### config.mk
export PLATFORM = sky130hd
export DESIGN_NAME = scene_renderer
export DESIGN_NICKNAME = d
export VERILOG_FILES = /design/src/rtl/scene_renderer.sv
export SDC_FILE = /design/constraint.sdc
export NUM_CORES = 1
export LEC_CHECK = 0
export BUFFER_PORTS_ARGS = -buffer_cell sky130_fd_sc_hd__buf_2
export CELL_PAD_IN_SITES_DETAIL_PLACEMENT = 1
export CELL_PAD_IN_SITES_GLOBAL_PLACEMENT = 1
export CORE_MARGIN = 8
export CORE_UTILIZATION = 38
export DETAILED_ROUTE_END_ITERATION = 10
export GPL_TIMING_DRIVEN = 0
export PLACE_DENSITY = 0.75
export SYNTH_ARGS = -nofsm -noshare
export SYNTH_HDL_FRONTEND = slang
export SYNTH_SLANG_ARGS = --single-unit
### constraint.sdc
create_clock -name CLK -period 2.3 [get_ports CLK]
set_input_delay 0.46 -clock CLK [delete_from_list [all_inputs] [get_ports CLK]]
set_output_delay 0.46 -clock CLK [all_outputs]
set_load 0.1 [all_outputs]
### src/rtl/scene_renderer.sv
`default_nettype none
// +----------------------------------------------------------------------+
// | scene_renderer: per-pixel RGB332 colour for walls, paddle and ball.  |
// | Rev 1.0                                                              |
// +----------------------------------------------------------------------+
module scene_renderer #(
  parameter int         GAME_BEGIN_X = 160,
  parameter int         GAME_END_X   = 640,
  parameter int         GAME_TOP_Y   = 40,
  parameter int         WALL_W       = 8,
  parameter int         PADDLE_Y     = 440,
  parameter int         PADDLE_LEN   = 60,
  parameter int         PADDLE_H     = 8,
  parameter int         BALL_SIZE    = 10,
  parameter logic [7:0] BALL_COLOR   = 8'hFF,
  parameter logic [7:0] PADDLE_COLOR = 8'hE0,
  parameter logic [7:0] WALL_COLOR   = 8'h92,
  parameter logic [7:0] BG_COLOR     = 8'h00
) (
  input  logic       CLK,
  input  logic       RST_N,
  input  logic [9:0] PIXEL_X,
  input  logic [9:0] PIXEL_Y,
  input  logic       PIXEL_VALID,
  input  logic       LOAD_POSITIONS,
  input  logic [9:0] PADDLE_X_PIXEL,
  input  logic [9:0] BALL_X_PIXEL,
  input  logic [9:0] BALL_Y_PIXEL,
  output logic [7:0] COLOR,
  output logic       COLOR_VALID
);

  localparam logic [9:0]  c_rst_paddle_x = 10'd370;
  localparam logic [9:0]  c_rst_ball_x   = 10'd395;
  localparam logic [9:0]  c_rst_ball_y   = 10'd400;

  localparam logic [10:0] c_wall_x0   = 11'(GAME_BEGIN_X - WALL_W);
  localparam logic [10:0] c_field_x0  = 11'(GAME_BEGIN_X);
  localparam logic [10:0] c_field_x1  = 11'(GAME_END_X);
  localparam logic [10:0] c_wall_x1   = 11'(GAME_END_X + WALL_W);
  localparam logic [10:0] c_wall_y0   = 11'(GAME_TOP_Y - WALL_W);
  localparam logic [10:0] c_field_y0  = 11'(GAME_TOP_Y);
  localparam logic [10:0] c_paddle_y0 = 11'(PADDLE_Y);
  localparam logic [10:0] c_paddle_y1 = 11'(PADDLE_Y + PADDLE_H);

  logic [9:0]  r_paddle_x;
  logic [9:0]  r_ball_x;
  logic [9:0]  r_ball_y;

  logic        r_s1_valid;
  logic        r_hit_ball;
  logic        r_hit_paddle;
  logic        r_hit_wall;
  logic        r_hit_field;

  logic [10:0] w_x;
  logic [10:0] w_y;
  logic [10:0] w_px;
  logic [10:0] w_bx;
  logic [10:0] w_by;
  logic        w_hit_ball;
  logic        w_hit_paddle;
  logic        w_hit_wall;
  logic        w_hit_field;

  // Frame-stable copies of the game-logic positions; a scan on the load edge still sees the old values.
  always_ff @(posedge CLK or negedge RST_N) begin
    if (!RST_N) begin
      r_paddle_x <= c_rst_paddle_x;
      r_ball_x   <= c_rst_ball_x;
      r_ball_y   <= c_rst_ball_y;
    end else if (LOAD_POSITIONS) begin
      r_paddle_x <= PADDLE_X_PIXEL;
      r_ball_x   <= BALL_X_PIXEL;
      r_ball_y   <= BALL_Y_PIXEL;
    end
  end

  // Widened to 11 bits so object right/bottom edges never wrap past column/row 1023.
  assign w_x  = {1'b0, PIXEL_X};
  assign w_y  = {1'b0, PIXEL_Y};
  assign w_px = {1'b0, r_paddle_x};
  assign w_bx = {1'b0, r_ball_x};
  assign w_by = {1'b0, r_ball_y};

  assign w_hit_ball   = (w_x >= w_bx) && (w_x < w_bx + 11'(BALL_SIZE)) &&
                        (w_y >= w_by) && (w_y < w_by + 11'(BALL_SIZE));
  assign w_hit_paddle = (w_x >= w_px) && (w_x < w_px + 11'(PADDLE_LEN)) &&
                        (w_y >= c_paddle_y0) && (w_y < c_paddle_y1);
  assign w_hit_wall   = ((w_x >= c_wall_x0) && (w_x < c_field_x0) && (w_y >= c_wall_y0)) ||
                        ((w_x >= c_field_x1) && (w_x < c_wall_x1) && (w_y >= c_wall_y0)) ||
                        ((w_y >= c_wall_y0) && (w_y < c_field_y0) &&
                         (w_x >= c_wall_x0) && (w_x < c_wall_x1));
  assign w_hit_field  = (w_x >= c_field_x0) && (w_x < c_field_x1) && (w_y >= c_field_y0);

  always_ff @(posedge CLK or negedge RST_N) begin
    if (!RST_N) begin
      r_s1_valid   <= 1'b0;
      r_hit_ball   <= 1'b0;
      r_hit_paddle <= 1'b0;
      r_hit_wall   <= 1'b0;
      r_hit_field  <= 1'b0;
    end else begin
      r_s1_valid   <= PIXEL_VALID;
      r_hit_ball   <= w_hit_ball;
      r_hit_paddle <= w_hit_paddle;
      r_hit_wall   <= w_hit_wall;
      r_hit_field  <= w_hit_field;
    end
  end

  always_ff @(posedge CLK or negedge RST_N) begin
    if (!RST_N) begin
      COLOR       <= 8'h00;
      COLOR_VALID <= 1'b0;
    end else begin
      COLOR_VALID <= r_s1_valid;
      if (!r_s1_valid)       COLOR <= 8'h00;
      else if (r_hit_ball)   COLOR <= BALL_COLOR;
      else if (r_hit_paddle) COLOR <= PADDLE_COLOR;
      else if (r_hit_wall)   COLOR <= WALL_COLOR;
      else if (r_hit_field)  COLOR <= BG_COLOR;
      else                   COLOR <= 8'h00;
    end
  end

endmodule
`default_nettype wire

---- Word-level counts from Yosys, hierarchy flattened ----
Cells that the tools add are included.
storage, ports and cells
  flip-flop bits (word level) ............. 43
  latch bits .............................. 0
  RAM bits ................................ 0
  bits in read-only memories .............. 0
  input bits .............................. 54
  output and inout port bits .............. 9
  logic and storage cells ................. 45
  memories kept ........................... 0
cells by class
  $add $sub $neg .......................... 3
  multiply operators ...................... 0
  divide/modulo/power cells ............... 0
  order comparisons ....................... 14
  eq/ne operators ......................... 0
  shift operators ......................... 0
  mux-type cells .......................... 4
  bitwise logic cells ..................... 0
  reductions and logical operators ........ 15
operator list
  operator               number
  $lt 10x11->1           3
  $mux 8                 4
  $ge 10x10->1           3
  $add 10x4->11 const B  2
  $logic_and 1x1->1      13
  $add 10x6->11 const B  1
  $ge 10x10->1 const B   1
  $ge 10x6->1 const B    1
  $ge 10x8->1 const B    1
  $ge 10x9->1 const B    1
  $lt 10x10->1 const B   1
  $lt 10x6->1 const B    1
  $lt 10x8->1 const B    1
  $lt 10x9->1 const B    1
  $logic_or 1x1->1       2

---- Longest topological paths before layout ----
Gate-level depths: netlist (run 1).
  word-level depth ........................ 5
  mapped depth ............................ 11
  depth with buffers taken out ............ 11

---- Least setup slack after synthesis (run 1) ----
OpenSTA, ideal clock, no wires.
  kind .................................... reg-to-reg
  start ................................... register r_ball_x[1]
  end ..................................... register r_hit_ball
  library setup time ...................... 95 ps
  data arrival time ....................... 2210 ps
  required time ........................... 2205 ps
  slack ................................... -5 ps
  cell stages (with the launch flop) ...... 10
  buffers on the path ..................... 0
  period minus slack after synthesis ...... 2305 ps
  cells stage by stage .................... dfstp_2 ha_1 nor2_1 or4_1 xnor2_1 ha_1 o21a_1 o211ai_1 a21oi_1 nor4b_2
between the ends
  cells in the longest elaborated chain, start to end .. 5
  elaborated cells on any way between the ends .. 6
  those cells by class .................... 1 x add/sub; 2 x order compare; 3 x reduce/logical
ends and longest elaborated chain
  item                               RTL line  RTL
  start, declared                    47        logic [9:0] r_ball_x;
  start signal, assigned             70        r_ball_x <= c_rst_ball_x;
  $add 10x4->11                      86        assign w_hit_ball = (w_x >= w_bx) && (w_x < w_bx + 11'(BALL_SIZE)) &&
  $lt 10x11->1                       86
  $logic_and 1x1->1 * (2 in series)  86
  $logic_and 1x1->1 *                87        (w_y >= w_by) && (w_y < w_by + 11'(BALL_SIZE));
  via w_hit_ball                     61        logic w_hit_ball;
  end signal, assigned               105       r_hit_ball <= w_hit_ball;
  end, declared                      51        logic r_hit_ball;
The timed path passes the listed nets; every way through them passes the cells marked *.
A chain may end at the register's enable or synchronous reset.

---- Worst setup path in the final report (run 1) ----
Ends and elaborated chain as after synthesis.

==> metrics.txt, run 1 <==
arrival time worst endpoint=2.58 ns; Distinct cells, synth=43; Max Buffers Root-to-Sink=2; Initial Util=38.34%; Crit. End Element=flop; status=finished with violations; Peak VDD IR=201.5 uV; PD cells=552.1 mW/mm^2; Overall Global Routing Usage=15.02%; Die Area=0.01126 mm^2; critical path class=reg -> reg; final setup violation count=1; RSZ-0062 raised after global routing=true; final hold vios=0; placeable core area=0.008051 mm^2; crit-path cells=ha_4 -> nor2_2 -> or4_4 -> xnor2_2 -> ha_1 -> o21a_1 -> o211ai_1 -> a21oi_2 -> nor4b_2; via count=2685; post-detail-place hpwl=6.757 mm; share of cells above drive strength 1=24.82%; clock latency on the worst-skew pair=0.29 ns; Post-Syn Nets=454; gr ovfl total=0; post-synthesis sequential area ratio=32.14%; Startpoint Class=flop; Slew Limit Fails=0; cell count after synthesis=341; Num CTS Buffers=5; setup TNS=-0.1001 ns; period utilisation layout=104.4%; Synth Warn #=0; area delta synth->final=19.50%; WL final=8.349 mm; die height=106.1 um; failing checks=negative setup slack; first-iteration detailed-routing DRC count=97; r2r worst-path depth=9; initial antenna violation count=0; Crit Path Max Fanout=3; worst setup margin=-0.1001 ns; site row count=33; slowest cell delay on critical path=0.56 ns; Clk Tree Root Cell=clkbuf_8; final net count=523; clock sinks=39; synth top area cells=ha_1 (24%), dfrtp_1 (21%), dfstp_2 (11%), xnor2_1 (5.1%), nand2_1 (4.4%); HP Class=in -> async; Post-synth top flop=dfrtp_1; RR Endpoint=r_hit_ball; Post-Synthesis Cell Area=0.003087 mm^2; Tmin final=2.400 ns; FFs w/ async S/R, synth=100.0%; Yosys top cell by area=ha_1; largest net degree at the start of global routing=40; number of port buffers=61; Max Clk Rate=416.7 MHz; worst endpoint required time=2.48 ns; Antenna Cells=0; flop and latch count out of synthesis=39; vias in the first global route=2906; Via density=5.203; Routed Antenna Nets=0; syn avg cell area=9.052 um^2; CTS Hold Buffers Added=0; Max-cap violations=0; routability cong.=0.8349; Clk pin slew, worst setup/hold paths=0.08 ns; worst hold slack=0.2867 ns; CTS tree=built; fillers=985; first-pass GRT wire length=13.77 mm; Worst-Margin Slew=0.8802 ns; Yosys top cell area share=23.92%; drt wl/cell=16.18 um; H-tree Lvls=2; drc violations=0; skew final=0.007634 ns; LEAKAGE=1.797 nW; EDFF count, synth=0; DIE WIDTH=106.1 um; num ports=63; Slew HR=41.32%; DR pass1 iterations=4; slowest CP cell=dfstp_2; reg-to-reg startpoint=r_ball_x[1]; R2R setup slack=-0.10 ns
cells in the final DEF, fill, tap and decap left out, types with 2 or more instances in the layout:
cell,instances
inv_1,31
nand2_1,36
inv_2,2
xnor2_1,16
nor3_1,9
a211oi_1,2
a211o_1,5
o21ai_0,19
a21oi_1,18
o22ai_1,3
nand2b_1,2
nor2_2,2
ha_1,57
buf_2,61
buf_4,5
a21o_1,4
o21a_1,8
or4_4,2
o211ai_1,6
nand3_1,4
o21ai_1,21
xnor2_2,2
clkbuf_8,7
clkbuf_1,6
nor2b_1,4
mux2_1,3
xor2_1,2
dfstp_2,13
nand4_1,2
dfrtp_1,26
nor2_1,11
critical path, delay by kind of cell (launching register included):
kind	cells	cell delay (ns)
XOR/XNOR	1	0.14
flip-flops	1	0.56
AO/OA/AOI/OAI	3	0.44
adder cells (fa/ha/maj)	2	0.42
AND/OR/NAND/NOR	3	0.73
how the worst max path moves through the flow:
stage / start / endpoint / cells past startpoint
5_1_grt: r_ball_x[1] / r_hit_ball / 9
4_1_cts: r_ball_x[1] / r_hit_ball / 9
3_5_place_dp: r_ball_x[1] / r_hit_ball / 9
2_1_floorplan: r_ball_x[1] / r_hit_ball / 9
6_report: r_ball_x[1] / r_hit_ball / 9
3_3_place_gp: r_ball_x[1] / r_hit_ball / 9
synthesized netlist by cell type (2+ instances only):
cell and instances:
nor2_1 13, a211o_1 5, o21ai_1 21, a21o_1 4
nor2b_1 4, ha_1 59, o21a_1 8, dfstp_2 13
xor2_1 2, buf_4 4, clkbuf_1 5, a211oi_1 3
nand2_1 36, mux2_1 3, nand4_1 2, o22ai_1 3
a21oi_1 19, nand2b_1 2, nand3_1 5, and3_1 2
nor3_1 9, inv_1 32, or4_1 2, o21ai_0 19
dfrtp_1 26, o211ai_1 6, xnor2_1 18
repair_timing:
item	CTS	global route
setup buffers	1	0
endpoints found under the setup margin	1	2
gates resized for setup	2	10
pin swaps	1	0
metal layers:
metal  global-route usage [%]  share of wire [%]
met2                    26.90                 50
met3                    2.057                2.5
met5                        0                  0
met4                    4.221               0.86
met1                    18.29                 46
area by class of cell:
class	count	area, um^2	area share [%]
Multi-Input combinational cell	259	1976	53.56
Clock buffer	8	100.1	2.714
Sequential cell	39	992.2	26.90
Timing Repair Buffer	62	312.8	8.480
Tap cell	105	131.4	3.562
Buffer	10	52.55	1.425
Inverter	33	123.9	3.358
power by group:
group / switching [W] / leakage (nW) / internal, W
sequential: 0.0000474 / 0.462 / 0.000757
combinational: 0.000419 / 1.28 / 0.000294
clock: 0.000244 / 0.0515 / 0.000274
total: 0.000711 / 1.80 / 0.00133
kinds of logic after synthesis:
kind of cell    after synthesis  share of synthesized area [%]
compound gates               93                          18.04
xor+xnor                     20                          5.675
fa+ha+maj                    59                          23.92
buf+inv                      43                          5.715
flops                        39                          32.14
mux                           3                          1.094
simple gates                 84                          13.42
metrics by stage:
| stage | util [%] | cell area (um^2) | instances | power [W] | setup WS, ns |
|---|---|---|---|---|---|
| 6_report | 45.81 | 3689 | 516 | 0.002036 | -0.1001 |
| 5_1_grt | 45.81 | 3689 | 516 | 0.002171 | -0.1895 |
| 4_1_cts | 45.28 | 3646 | 516 | 0.002040 | -0.08074 |
| 3_5_place_dp | 43.79 | 3526 | 507 | 0.001503 | -0.1998 |
| 3_3_place_gp | 43.79 | 3526 | 507 | 0.001468 | -0.1437 |
| 2_1_floorplan | - | 3089 | 341 | 0.001283 | 0.0009537 |
registers in the layout, indices dropped and copies added (netlist names):
register      count
r_ball_x         10
r_hit_ball        1
COLOR             4
r_s1_valid        1
r_ball_y         10
r_hit_wall        1
COLOR_VALID       1
r_hit_paddle      1
r_paddle_x       10
No activity file was read; power rests on OpenSTA's default activity.
==> run 2: changes to the inputs <==
Settings changed: BUFFER_PORTS_ARGS -buffer_cell sky130_fd_sc_hd__buf_2 to unset, CORE_UTILIZATION 38 to 44, DONT_BUFFER_PORTS set to 1.
==> metrics.txt, run 2 (same netlist as run 1, synthesis figures left out) <==
clock sinks=39 (unchanged); slowest CP cell=dfstp_2 (unchanged); Routed Antenna Nets=0 (unchanged); worst setup margin=-0.1012 ns (was -0.1001 ns); area of the multi-input gates=0.001986 mm^2 (was 0.001976 mm^2); drt wl/cell=18.16 um (was 16.18 um); LEAKAGE=1.593 nW (was 1.797 nW); commonest non-fill, non-tap cell in the layout=ha_1 (was buf_2); via count=2528 (was 2685); PD cells=598.9 mW/mm^2 (was 552.1 mW/mm^2); worst endpoint required time=2.50 ns (was 2.48 ns); DIE WIDTH=99.76 um (was 106.1 um); arrival time worst endpoint=2.60 ns (was 2.58 ns); Crit Path Max Fanout=2 (was 3); crit-path cells=ha_4 -> nor2_2 -> or4_4 -> xnor2_2 -> ha_1 -> o21a_1 -> o211ai_1 -> a21oi_1 -> nor4b_2 (was ha_4 -> nor2_2 -> or4_4 -> xnor2_2 -> ha_1 -> o21a_1 -> o211ai_1 -> a21oi_2 -> nor4b_2); routability cong.=0.8554 (was 0.8349); final std cell area, no fill=0.003470 mm^2 (was 0.003689 mm^2); final hold vios=0 (unchanged); Tmin final=2.401 ns (was 2.400 ns); DR pass1 iterations=4 (unchanged); gr ovfl total=0 (unchanged); site row count=30 (was 33); num ports=63 (unchanged); Max-cap violations=0 (unchanged); placed cells=437 (was 507); clock latency on the worst-skew pair=0.31 ns (was 0.29 ns); Num CTS Buffers=5 (unchanged); Slew Limit Fails=0 (unchanged); Max Clk Rate=416.5 MHz (was 416.7 MHz); critical path class=reg -> reg (unchanged); initial antenna violation count=0 (unchanged); Die Area=0.009951 mm^2 (was 0.01126 mm^2); Clk Tree Root Cell=clkbuf_8 (unchanged); final net count=470 (was 523); Startpoint Class=flop (unchanged); RSZ-0062 raised after global routing=true (unchanged); H-tree Lvls=2 (unchanged); WL final=8.243 mm (was 8.349 mm); share of cells above drive strength 1=13.97% (was 24.82%); Slew HR=37.76% (was 41.32%); final setup violation count=1 (unchanged); vias in the first global route=2785 (was 2906); area delta synth->final=12.40% (was 19.50%); placeable core area=0.006794 mm^2 (was 0.008051 mm^2); drc violations=0 (unchanged); largest net degree at the start of global routing=40 (unchanged); Max Buffers Root-to-Sink=2 (unchanged); Pwr Total=0.002078 W (was 0.002036 W); largest registers=r_ball_x (10), r_ball_y (10), r_paddle_x (10) (unchanged); Via density=5.568 (was 5.203); post-detail-place hpwl=6.576 mm (was 6.757 mm); Clk pin slew, worst setup/hold paths=0.09 ns (was 0.08 ns); commonest cells after routing, fill and taps aside=ha_1 (57), nand2_1 (36), inv_1 (30), dfrtp_1 (26), o21ai_1 (21) (was buf_2 (61), ha_1 (57), nand2_1 (36), inv_1 (31), dfrtp_1 (26)); slowest cell delay on critical path=0.56 ns (about the same); first-iteration detailed-routing DRC count=79 (was 97); Crit. End Element=flop (unchanged); number of port buffers=0 (was 61); failing checks=negative setup slack (unchanged); Overall Global Routing Usage=17.26% (was 15.02%); fillers=777 (was 985); Initial Util=45.43% (was 38.34%); skew final=0.008972 ns (was 0.007634 ns); non-filler instance count after layout=454 (was 516); die height=99.76 um (was 106.1 um); CTS tree=built (unchanged); Placement Setup Slack=-0.2173 ns (was -0.1998 ns); Register Area=992.2 um^2 (unchanged); Antenna Cells=0 (unchanged); setup TNS=-0.1012 ns (was -0.1001 ns); first-pass GRT wire length=13.73 mm (was 13.77 mm); Peak VDD IR=273.8 uV (was 201.5 uV); HP Class=in -> reg (was in -> async); period utilisation layout=104.4% (about the same); Placed Area=0.003209 mm^2 (was 0.003526 mm^2); status=finished with violations (unchanged); Worst-Margin Slew=0.9336 ns (was 0.8802 ns)
## run 2: cell type report
type | instances | area share (%)
repair buffers | 9 | 2.380
plain buffers | 10 | 1.515
clock inverters | 3 | 1.262
clock buffers | 5 | 1.983
flip-flops and latches | 39 | 28.60
well taps | 96 | 3.462
multi-input cells | 259 | 57.23
inverters | 33 | 3.570
## run 2: timing repair
item                                    in CTS  in global routing
endpoints found under the setup margin       1                  2
pin swaps                                    3                  3
hold buffers                                 2                  0
gates resized for setup                      4                 10
cloned                                       0                  0
endpoints found under the hold margin       39                  0
buffers inserted                             2                  5
## run 2: worst max-delay path, delay by kind of cell, from the launching register on
kind / cells / cell delay, ns
and+or+nand+nor: 3 / 0.76
DFF: 1 / 0.56
AOI/OAI and AO/OA: 3 / 0.41
adders and majority gates: 2 / 0.39
xor gates and xnor gates: 1 / 0.18
## run 2: path summary, 6_finish.rpt
path | start | endpoint | slack [ns] | cells after the start
max in group asynchronous | RST_N | r_paddle_x[8] | 1.43 | 2
setup reg to reg | r_ball_x[1] | r_hit_ball | -0.10 | 9
hold / removal | PIXEL_VALID | r_s1_valid | 0.18 | 0
min in group asynchronous | RST_N | r_ball_x[2] | 0.60 | 2
setup / recovery | r_ball_x[1] | r_hit_ball | -0.10 | 9
hold reg to reg | r_s1_valid | COLOR_VALID | 0.45 | 0
## run 2: metrics by stage
step,util (%),hold WS [ns]
3_5_place_dp,47.24,0.1660
2_1_floorplan,-,0.1644
4_1_cts,49.91,0.1721
5_1_grt,51.07,0.1710
6_report,51.07,0.1808
3_3_place_gp,47.24,0.1662
## run 2: per-layer routing
layer | global-route usage [%] | wire (um) | vias up
met1 | 22.39 | 3896 | 1235
met4 | 4.773 | 84 | 0
li1 | - | - | 1241
met2 | 27.76 | 3838 | 44
met5 | 0 | 0 | -
met3 | 4.050 | 424 | 8
## run 2: report_power, final
part	internal [W]	total, W	switching (W)
Sequential	0.000757	0.000842	0.0000857
Clock	0.000324	0.000613	0.000289
Combinational	0.000274	0.000623	0.000349
Total	0.00135	0.00208	0.000724
==> run 3: changes to the inputs <==
Settings changed: CORE_UTILIZATION 44 to 48, PLACE_DENSITY 0.75 to 0.78.
Clock period 2.3 ns to 2.4 ns, I/O delays scaled along.
==> metrics.txt, run 3 (same netlist as run 1, synthesis figures left out) <==
status=completed (was finished with violations); die height=96.19 um (was 99.76 um); num ports=63 (unchanged); final std cell area, no fill=0.003385 mm^2 (was 0.003470 mm^2); RSZ-0062 raised after global routing=true (unchanged); fillers=749 (was 777); Via density=5.884 (was 5.568); Placed Area=0.003183 mm^2 (was 0.003209 mm^2); period utilisation layout=98.07% (was 104.4%); site row count=29 (was 30); first-pass GRT wire length=13.47 mm (was 13.73 mm); number of port buffers=0 (unchanged); skew final=0.01423 ns (was 0.008972 ns); share of cells above drive strength 1=11.05% (was 13.97%); slowest cell delay on critical path=0.57 ns (was 0.56 ns); arrival time worst endpoint=2.56 ns (was 2.60 ns); final net count=465 (was 470); LEAKAGE=1.566 nW (was 1.593 nW); commonest non-fill, non-tap cell in the layout=ha_1 (unchanged); Slew Limit Fails=0 (unchanged); Peak VDD IR=308.5 uV (was 273.8 uV); Slew HR=38.48% (was 37.76%); drt wl/cell=19.53 um (was 18.16 um); Initial Util=49.17% (was 45.43%); final hold vios=0 (unchanged); Layout Utilization=53.92% (was 51.07%); PD cells=577.4 mW/mm^2 (was 598.9 mW/mm^2); met2 WL post-DR=4.123 mm (was 3.838 mm); Startpoint Class=flop (unchanged); Max Clk Rate=424.9 MHz (was 416.5 MHz); slowest CP cell=dfstp_2 (unchanged); DR pass1 iterations=4 (unchanged); CTS tree=built (unchanged); Max-cap violations=0 (unchanged); clock latency on the worst-skew pair=0.30 ns (was 0.31 ns); final setup violation count=0 (was 1); worst hold slack=0.01921 ns (was 0.1808 ns); crit-path cells=ha_4 -> nor2_2 -> or4_4 -> xnor2_2 -> ha_1 -> o21a_1 -> o211ai_1 -> a21oi_2 -> nor4b_2 (was ha_4 -> nor2_2 -> or4_4 -> xnor2_2 -> ha_1 -> o21a_1 -> o211ai_1 -> a21oi_1 -> nor4b_2); placed cells=418 (was 437); DIE WIDTH=96.19 um (was 99.76 um); worst setup margin=0.04642 ns (was -0.1012 ns); area delta synth->final=9.647% (was 12.40%); via count=2530 (was 2528); largest net degree at the start of global routing=27 (was 40); initial antenna violation count=0 (unchanged); Clk Tree Root Cell=clkbuf_8 (unchanged); critical path class=reg -> reg (unchanged); Top Layer Used=met4 (unchanged); placeable core area=0.006277 mm^2 (was 0.006794 mm^2); worst endpoint required time=2.61 ns (was 2.50 ns); Register Area=992.2 um^2 (unchanged); Clk pin slew, worst setup/hold paths=0.08 ns (was 0.09 ns); Placement Setup Slack=-0.05173 ns (was -0.2173 ns); gr ovfl total=0 (unchanged); routability cong.=0.8906 (was 0.8554); met3 wire length=468 um (was 424 um); vias in the first global route=2725 (was 2785); commonest cells after routing, fill and taps aside=ha_1 (57), nand2_1 (36), inv_1 (32), dfrtp_1 (26), o21ai_1 (21) (was ha_1 (57), nand2_1 (36), inv_1 (30), dfrtp_1 (26), o21ai_1 (21)); Num CTS Buffers=5 (unchanged); largest registers=r_ball_x (10), r_ball_y (10), r_paddle_x (10) (unchanged); Crit Path Max Fanout=3 (was 2); Tmin final=2.354 ns (was 2.401 ns); HP Class=in -> async (was in -> reg); Max Buffers Root-to-Sink=2 (unchanged); WL final=8.399 mm (was 8.243 mm); Die Area=0.009253 mm^2 (was 0.009951 mm^2); Routed Antenna Nets=0 (unchanged); Worst-Margin Slew=0.9228 ns (was 0.9336 ns); non-filler instance count after layout=430 (was 454); Crit. End Element=flop (unchanged); clock sinks=39 (unchanged); Antenna Cells=0 (unchanged); first-iteration detailed-routing DRC count=89 (was 79); drc violations=0 (unchanged); post-detail-place hpwl=6.751 mm (was 6.576 mm); H-tree Lvls=2 (unchanged); DRT met1 WL=3.690 mm (was 3.896 mm); area of the multi-input gates=0.001959 mm^2 (was 0.001986 mm^2); Overall Global Routing Usage=18.97% (was 17.26%)
## run 3: routing by layer
layer | track usage [%] | vias up
met4 | 4.225 | 0
met1 | 22.97 | 1233
met5 | 0 | -
met3 | 4.680 | 13
li1 | - | 1230
met2 | 32.97 | 54
## run 3: what timing repair did
item / in CTS / in global routing
hold endpoints to repair: 26 / 1
gates resized for setup: 1 / 8
pin swaps: 1 / 1
hold buffers: 2 / 1
setup endpoints to repair: 1 / 2
setup buffers: 1 / 0
## run 3: critical path, delay by kind of cell, from the launching register on
family / cells / cell delay (ns)
AO/OA/AOI/OAI: 3 / 0.45
XOR/XNOR: 1 / 0.15
AND/OR/NAND/NOR: 3 / 0.67
adder cells (fa/ha/maj): 2 / 0.41
flip-flops: 1 / 0.57
## run 3: per-stage QoR
stage | total power, W | setup TNS [ns]
after floorplan | 0.001229 | 0
after global placement | 0.001323 | -0.06429
after detailed placement | 0.001369 | -0.05173
after CTS | 0.001963 | 0
after global routing | 0.002085 | -0.03572
final | 0.001954 | 0
## run 3: cell type report
| class | instances | area share (%) |
|---|---|---|
| clock buffers | 5 | 2.033 |
| flip-flops and latches | 39 | 29.32 |
| plain buffers | 10 | 1.553 |
| inverters | 33 | 3.660 |
| multi-input cells | 259 | 57.89 |
| clock inverters | 3 | 1.294 |
| repair buffers | 4 | 1.405 |
| well taps | 77 | 2.847 |
## run 3: worst paths after layout
kind / startpoint / to / slack, ns / cells past startpoint
setup / recovery: r_ball_x[1] / r_hit_ball / 0.05 / 9
max in group asynchronous: RST_N / r_ball_y[9] / 1.59 / 2
hold / removal: RST_N / r_paddle_x[1] / 0.02 / 0
hold reg to reg: r_s1_valid / COLOR_VALID / 0.47 / 0
min in group CLK: PIXEL_VALID / r_s1_valid / 0.21 / 0
setup reg to reg: r_ball_x[1] / r_hit_ball / 0.05 / 9
## run 3: power breakdown
part / leakage [nW] / switching [W] / internal (W) / total [W]
Sequential: 0.462 / 0.0000805 / 0.000725 / 0.000806
Combinational: 1.05 / 0.000332 / 0.000252 / 0.000584
Clock: 0.0581 / 0.000255 / 0.000310 / 0.000565
Total: 1.57 / 0.000667 / 0.00129 / 0.00195
